[src/rtl/sram_bus_arbiter.sv]
// Two-way arbiter sharing one sram-like master port between instruction fetch and MEM-stage
// load/store. Registered grant, single outstanding transaction, addr_ok/data_ok handshakes.
module sram_bus_arbiter #(
  parameter int AW        = 32,
  parameter int DW        = 32,
  parameter int DATA_PRIO = 1
) (
  input  logic            clk,
  input  logic            rst,
  input  logic            inst_req,
  input  logic [AW-1:0]   inst_addr,
  output logic            inst_addr_ok,
  output logic            inst_data_ok,
  output logic [DW-1:0]   inst_rdata,
  input  logic            data_req,
  input  logic            data_wr,
  input  logic [1:0]      data_size,
  input  logic [DW/8-1:0] data_wstrb,
  input  logic [AW-1:0]   data_addr,
  input  logic [DW-1:0]   data_wdata,
  output logic            data_addr_ok,
  output logic            data_data_ok,
  output logic [DW-1:0]   data_rdata,
  output logic            m_req,
  output logic            m_wr,
  output logic [1:0]      m_size,
  output logic [DW/8-1:0] m_wstrb,
  output logic [AW-1:0]   m_addr,
  output logic [DW-1:0]   m_wdata,
  input  logic            m_addr_ok,
  input  logic            m_data_ok,
  input  logic [DW-1:0]   m_rdata
);
  typedef enum logic [1:0] {IDLE, REQ, WAIT} state_t;

  state_t            state_q, state_d;
  logic              owner_q, owner_d;  // 1 = data side owns the bus
  logic              last_q, last_d;    // 1 = data side was granted last
  logic              m_wr_q, m_wr_d;
  logic [1:0]        m_size_q, m_size_d;
  logic [DW/8-1:0]   m_wstrb_q, m_wstrb_d;
  logic [AW-1:0]     m_addr_q, m_addr_d;
  logic [DW-1:0]     m_wdata_q, m_wdata_d;
  logic              grant_data, accept, done;

  // On a tie, round-robin hands the bus to whoever was not granted last
  assign grant_data = data_req && (!inst_req || (DATA_PRIO != 0) || !last_q);

  always_ff @(posedge clk) begin
    if (!rst) begin
      state_q   <= IDLE;
      owner_q   <= 1'b0;
      last_q    <= 1'b0;
      m_wr_q    <= 1'b0;
      m_size_q  <= '0;
      m_wstrb_q <= '0;
      m_addr_q  <= '0;
      m_wdata_q <= '0;
    end else begin
      state_q   <= state_d;
      owner_q   <= owner_d;
      last_q    <= last_d;
      m_wr_q    <= m_wr_d;
      m_size_q  <= m_size_d;
      m_wstrb_q <= m_wstrb_d;
      m_addr_q  <= m_addr_d;
      m_wdata_q <= m_wdata_d;
    end
  end

  always_comb begin
    state_d   = state_q;
    owner_d   = owner_q;
    last_d    = last_q;
    m_wr_d    = m_wr_q;
    m_size_d  = m_size_q;
    m_wstrb_d = m_wstrb_q;
    m_addr_d  = m_addr_q;
    m_wdata_d = m_wdata_q;
    case (state_q)
      IDLE: begin
        if (inst_req || data_req) begin
          state_d = REQ;
          owner_d = grant_data;
          last_d  = grant_data;
          if (grant_data) begin
            m_wr_d    = data_wr;
            m_size_d  = data_size;
            m_wstrb_d = data_wstrb;
            m_addr_d  = data_addr;
            m_wdata_d = data_wdata;
          end else begin
            m_wr_d    = 1'b0;
            m_size_d  = 2'd2;
            m_wstrb_d = '0;
            m_addr_d  = inst_addr;
            m_wdata_d = '0;
          end
        end
      end
      REQ:     if (m_addr_ok) state_d = WAIT;
      WAIT:    if (m_data_ok) state_d = IDLE;
      default: state_d = IDLE;
    endcase
  end

  assign accept = (state_q == REQ) && m_addr_ok;
  assign done   = (state_q == WAIT) && m_data_ok;

  assign m_req   = (state_q == REQ);
  assign m_wr    = m_wr_q;
  assign m_size  = m_size_q;
  assign m_wstrb = m_wstrb_q;
  assign m_addr  = m_addr_q;
  assign m_wdata = m_wdata_q;

  assign inst_addr_ok = accept && !owner_q;
  assign data_addr_ok = accept && owner_q;
  assign inst_data_ok = done && !owner_q;
  assign data_data_ok = done && owner_q;
  assign inst_rdata   = inst_data_ok ? m_rdata : '0;
  assign data_rdata   = data_data_ok ? m_rdata : '0;
endmodule

[config.mk]
export PLATFORM = sky130hd
export DESIGN_NAME = sram_bus_arbiter
export DESIGN_NICKNAME = d
export VERILOG_FILES = /design/src/rtl/sram_bus_arbiter.sv
export SDC_FILE = /design/constraint.sdc
export NUM_CORES = 1
export LEC_CHECK = 0
export ABC_AREA = 1
export CELL_PAD_IN_SITES_DETAIL_PLACEMENT = 0
export CELL_PAD_IN_SITES_GLOBAL_PLACEMENT = 2
export CORE_MARGIN = 2
export CORE_UTILIZATION = 15
export CTS_CLUSTER_DIAMETER = 80
export DETAILED_ROUTE_END_ITERATION = 10
export HOLD_SLACK_MARGIN = 0.15
export PLACE_DENSITY = 0.8
export SYNTH_ARGS = -nofsm -noshare
export SYNTH_HDL_FRONTEND = slang
export SYNTH_SLANG_ARGS = --single-unit
[constraint.sdc]
create_clock -name clk -period 1.5 [get_ports clk]
set_input_delay 0.3 -clock clk [delete_from_list [all_inputs] [get_ports clk]]
set_output_delay 0.3 -clock clk [all_outputs]
set_load 0.02 [all_outputs]
# Yosys cells after proc, flatten, opt, wreduce, memory -nomap -nowiden
# Index checks and enable logic that the tools add are counted.
dict set report totals {
  regBits 74
  input_bits 141
  out_inout_bits 140
}
dict set report op_classes {
  eq_ne 5
  n_mux 11
  n_reduce_logical 11
}
# operator n
set op_table {}
lappend op_table {{$mux 32} 4}
lappend op_table {{$mux 2} 4}
lappend op_table {{$logic_and 1x1->1} 6}
lappend op_table {{$pmux 2 s3} 1}
lappend op_table {{$mux 4} 1}
lappend op_table {{$ne 2x2->1 const B} 2}
lappend op_table {{$reduce_and 3->1} 1}
lappend op_table {{$eq 2x1->1 const B} 1}
lappend op_table {{$eq 2x2->1 const B} 1}
lappend op_table {{$logic_not 2->1} 1}
lappend op_table {{$ne 2x1->1 const B} 1}
lappend op_table {{$reduce_and 2->1} 1}
lappend op_table {{$logic_not 1->1} 1}
lappend op_table {{$logic_or 1x1->1} 1}
lappend op_table {{$mux 1} 1}

# Depth between registers and ports, before layout
dict set report logic_depth {
  depth_word 4
  ltp_mapped 8
  mapped_depth_nobuf 6
}

# Worst setup path before layout
# Ideal clock, no wire load.
dict set report synth_timing {
  path_type {register -> output}
  start {register state_q[0]}
  end {output data_addr_ok}
  t_arrival_ps 1199
  required_time_ps 1200
  setup_slack_ps 1
  path_stages_with_launch 5
  cell_sequence {dfxtp_1 -> inv_1 -> nor2_1 -> nand2_1 -> nor2_1}
}
dict set report synth_between {
  elab_chain_len 3
}
# item line
set synth_lines {}
lappend synth_lines {{start, declared} 36} ;# state_t state_q, state_d;
lappend synth_lines {{start signal, assigned} 60} ;# state_q <= state_d;
lappend synth_lines {{$eq 2x1->1} -}
lappend synth_lines {{named net m_req} 24} ;# output logic m_req,
lappend synth_lines {{$logic_and 1x1->1} 107} ;# assign accept = (state_q == REQ) && m_addr_ok;
lappend synth_lines {{$logic_and 1x1->1} 118} ;# assign data_addr_ok = accept && owner_q;
lappend synth_lines {{end, declared} 21} ;# output logic data_addr_ok,
# The timed path passes the listed nets, and every way through them passes these cells.

# Worst setup path after layout
dict set report layout_timing {
  start {register state_q[0]}
  end {output data_rdata[25]}
}
dict set report layout_between {
  elab_chain_len 4
}
# item line
set layout_lines {}
lappend layout_lines {{$eq 2x2->1} 108} ;# assign done = (state_q == WAIT) && m_data_ok;
lappend layout_lines {{$logic_and 1x1->1} 108}
lappend layout_lines {{$logic_and 1x1->1} 120} ;# assign data_data_ok = done && owner_q;
lappend layout_lines {{$mux 32} 122} ;# assign data_rdata = data_data_ok ? m_rdata : '0;
lappend layout_lines {{end, declared} 23} ;# output logic [DW-1:0] data_rdata,
# No other way between the ends.

==> impl_metrics.csv <==
group,metric,value,unit
logic_synthesis,avgSynthCellArea,6.04,um2
logic_synthesis,synth.distinct_cells,17,
critical_path,crit_buf_inv,4,
detailed_routing,routedWlPerCell,13.2,um
timing,hold_violations,0,
logic_synthesis,yosys_warnings,0,
cells_and_area,layout-drive-gt1-share,21.5,%
placement,io_buffers,280,
cells_and_area,post-route-util,32.1,%
clocking,clock-sinks,74,
logic_synthesis,synth_top_area_share,40.4,%
min_path,worstHoldPathCells,3,
logic_synthesis,synth_compound_area_share,5.87,%
critical_path,cp_data_required_time,1.20,ns
logic_synthesis,synth_top_family_by_area,"simple AND/OR/NAND/NOR gates",
die,fp-row-count,57,
critical_path,r2r_setup_slack,0.14,ns
min_path,hp-class,"in2reg",
cells_and_area,fin_nets,1031,
placement,gp_congestion,0.745,
timing,slew_violations,0,
power,p_switching,2.05,mW
die,die_w,160,um
clocking,cts.path.max_buffers,2,
critical_path,max_stage_delay,0.32,ns
placement,pre_cts_ws,-0.708,ns
critical_path,crit_slowest_cell,"dfxtp_2",
die,start_util,15.2,%
critical_path,endpoint_kind,"output port",
logic_synthesis,synthAdderAreaFrac,0,%
die,top_level_ports,281,
detailed_routing,drtIter0Drc,121,
cells_and_area,post-route-cell-area,0.00775,mm2
logic_synthesis,ys_seq_area_share,40.4,%
detailed_routing,drt-total-wl,16100,um
critical_path,regToRegEndpoint,"m_wdata[28]",
critical_path,worst_path_most_repeated_cell,"buf_6",
timing,post-route-min-period,1.69,ns
logic_synthesis,synth-simple-area-share,40.4,%
critical_path,r2r_cells,6,
logic_synthesis,synthCells,607,
detailed_routing,vias,4568,
placement,placed_cell_area,0.00694,mm2
logic_synthesis,syn-num-nets,748,
global_route,grt-ovfl-total,0,
timing,setup_viol_count_final,69,
clocking,clk_latency,0.35,ns
critical_path,arrival,1.39,ns
power,internal_power,4.14,mW
timing,max_freq,591,MHz
clocking,clk_pin_slew_worst_paths,0.06,ns
min_path,min_to,"state_q[1]",
min_path,hold_start,"m_data_ok",
critical_path,start_kind,"flip-flop",
power,vdd_ir_drop_max,0.460,mV
timing,finalCritPeriodShare,113,%
die,fp.coreArea,0.0242,mm2
critical_path,path_cells,"inv_2 -> nand4_1 -> buf_6 -> clkbuf_16 -> nor2_4 -> buf_6",
job,cap_violations,0,
global_route,grt_antenna_before_repair,1,
timing,rsz0062_at_grt,"true",
run_status,status,"complete, but fails checks",
logic_synthesis,synth_xor_xnor_area_share,0,%
logic_synthesis,ys_ff_latch,74,
die,fp.dieH,160,um
timing,fin_ws,-0.192,ns
logic_synthesis,synth_area_leaders,"dfxtp_1, nand2_1, nor2_1",
power,seq_power_share,36.0,%
global_route,grt.total_usage,12.0,%
critical_path,worstReg2RegStart,"state_q[1]",
power,cellPowerDensity,799,mW/mm2
power,p_sw_share,33.1,%
detailed_routing,avgViaCountPerCell,3.75,
cells_and_area,areaGrowthSynthToFinish,111,%
power,leakage,3.68,nW
timing,slew_headroom,70.3,%
critical_path,critPathTopFamily,"buffers and inverters",
clocking,cts_inserted_buffers,9,
logic_synthesis,muxShareOfSynthArea,0,%
placement,hpwl,11300,um
logic_synthesis,syn_area,0.00367,mm2
clocking,cts_tree,"done",
power,pwr-share-comb,29.0,%
global_route,grt_first_pass_wirelength,24400,um
run_status,violations,"setup timing",
critical_path,crit_type,"reg2out",
clocking,clock-root-buffer,"clkbuf_16",
detailed_routing,route.detailed.drc,0,
power,p_clk_share,35.1,%
global_route,grt_pass1_vias,4434,
critical_path,crit_fanout,8,
timing,worst_pin_slew,0.446,ns
cells_and_area,diodes,0,
die,dieArea,0.0257,mm2
detailed_routing,ant_nets,0,
detailed_routing,drtPass1Iterations,4,
timing,fin_setup_tns,-10.34,ns
clocking,ctsHtreeMaxLevel,3,
logic_synthesis,synth_top_area_cell,"dfxtp_1",
timing,clock_skew,0.0128,ns
global_route,grt_max_degree,42,
[layout by cell type (no fill, tap or decap)]
cell,n
a21oi_1,42
buf_12,9
buf_16,1
buf_2,1
buf_4,27
buf_6,62
clkbuf_16,11
clkdlybuf4s50_1,138
clkinv_4,2
clkinv_8,1
clkinvlp_4,1
dfxtp_1,71
dfxtp_2,2
dfxtp_4,1
dlygate4sd2_1,72
inv_1,68
inv_2,2
inv_4,1
inv_6,3
inv_8,1
nand2_1,202
nand2_2,1
nand2_4,1
nand3_1,38
nand3b_1,1
nand4_1,2
nor2_1,68
nor2_2,16
nor2_4,49
o21ai_0,1
[how the worst max path moves through the flow]
stage          cells after the start              to  startpoint  slack (ns)
2_1_floorplan                      4    data_addr_ok  state_q[0]       0.001
3_3_place_gp                       5  data_rdata[21]   m_data_ok       -0.68
3_5_place_dp                       5  inst_rdata[21]   m_data_ok       -0.71
4_1_cts                            6  inst_rdata[15]     owner_q       -0.22
5_1_grt                            6   data_rdata[4]  state_q[0]       -0.26
6_report                           6  data_rdata[25]  state_q[0]       -0.19
[synthesized netlist by cell type, drive strengths merged]
cell and count:
nand2 204, nor2 133, dfxtp 74, inv 72, a21oi 42, nand3 38
buf 21, clkbuf 19, nand4 2, nand3b 1, o21ai 1
[metal layers]
metal	vias up	track usage [%]	part of all wire, %
met5	-	0	0.081
met4	2	3.73	1.8
met3	20	4.29	7.4
met2	145	20.0	47
met1	2021	14.4	43
li1	2380	-	-
[state kept, by name (all words and copies together) (netlist names)]
name / count
m_addr: 32
m_wr: 1
m_wstrb: 4
state_q: 2
m_size: 2
m_wdata: 32
owner_q: 1
[layout make-up]
class,instances,area [um2]
clock buffer,9,225
clock inverter,7,70.1
fill,2595,16400
inverter,72,278
multi-input combinational,421,2110
sequential,74,1490
tap,324,405
timing repair buffer,312,3180
[repair_timing]
action,CTS,global route
hold buffers,0,0
buffers inserted,2,0
endpoints found under the setup margin,140,89
pin swaps,2,3
gates cloned,3,2
gates resized for setup,512,97
[power groups by stage]
| stage | Combinational [mW] | Clock [mW] | Sequential, mW |
|---|---|---|---|
| after global routing | 1.97 | 2.35 | 2.25 |
| after floorplan | 0.657 | 0 | 2.48 |
| after detailed placement | 1.86 | 0 | 2.28 |
| final | 1.79 | 2.17 | 2.23 |
| after global placement | 1.87 | 0 | 2.27 |
| after CTS | 1.78 | 2.29 | 2.23 |
[tightest hold or removal path, delay by kind of cell]
| kind | cells | cell delay [ns] |
|---|---|---|
| simple gates | 1 | 0.11 |
| buf+inv | 1 | 0.22 |
| compound gates | 1 | 0.06 |
[cell families (layout without fill, tap and decap cells)]
family,after synthesis,after routing
flops,74,74
simple gates,378,378
buf+inv,112,400
compound gates,43,43
[through the flow]
stage	total power [mW]	hold slack, ns	instances
5_1_grt	6.58	0.388	1219
6_report	6.19	0.397	1219
3_3_place_gp	4.14	0.446	1196
2_1_floorplan	3.14	0.463	607
3_5_place_dp	4.14	0.455	1196
4_1_cts	6.30	0.394	1217
(Power assumes the default switching activity.)
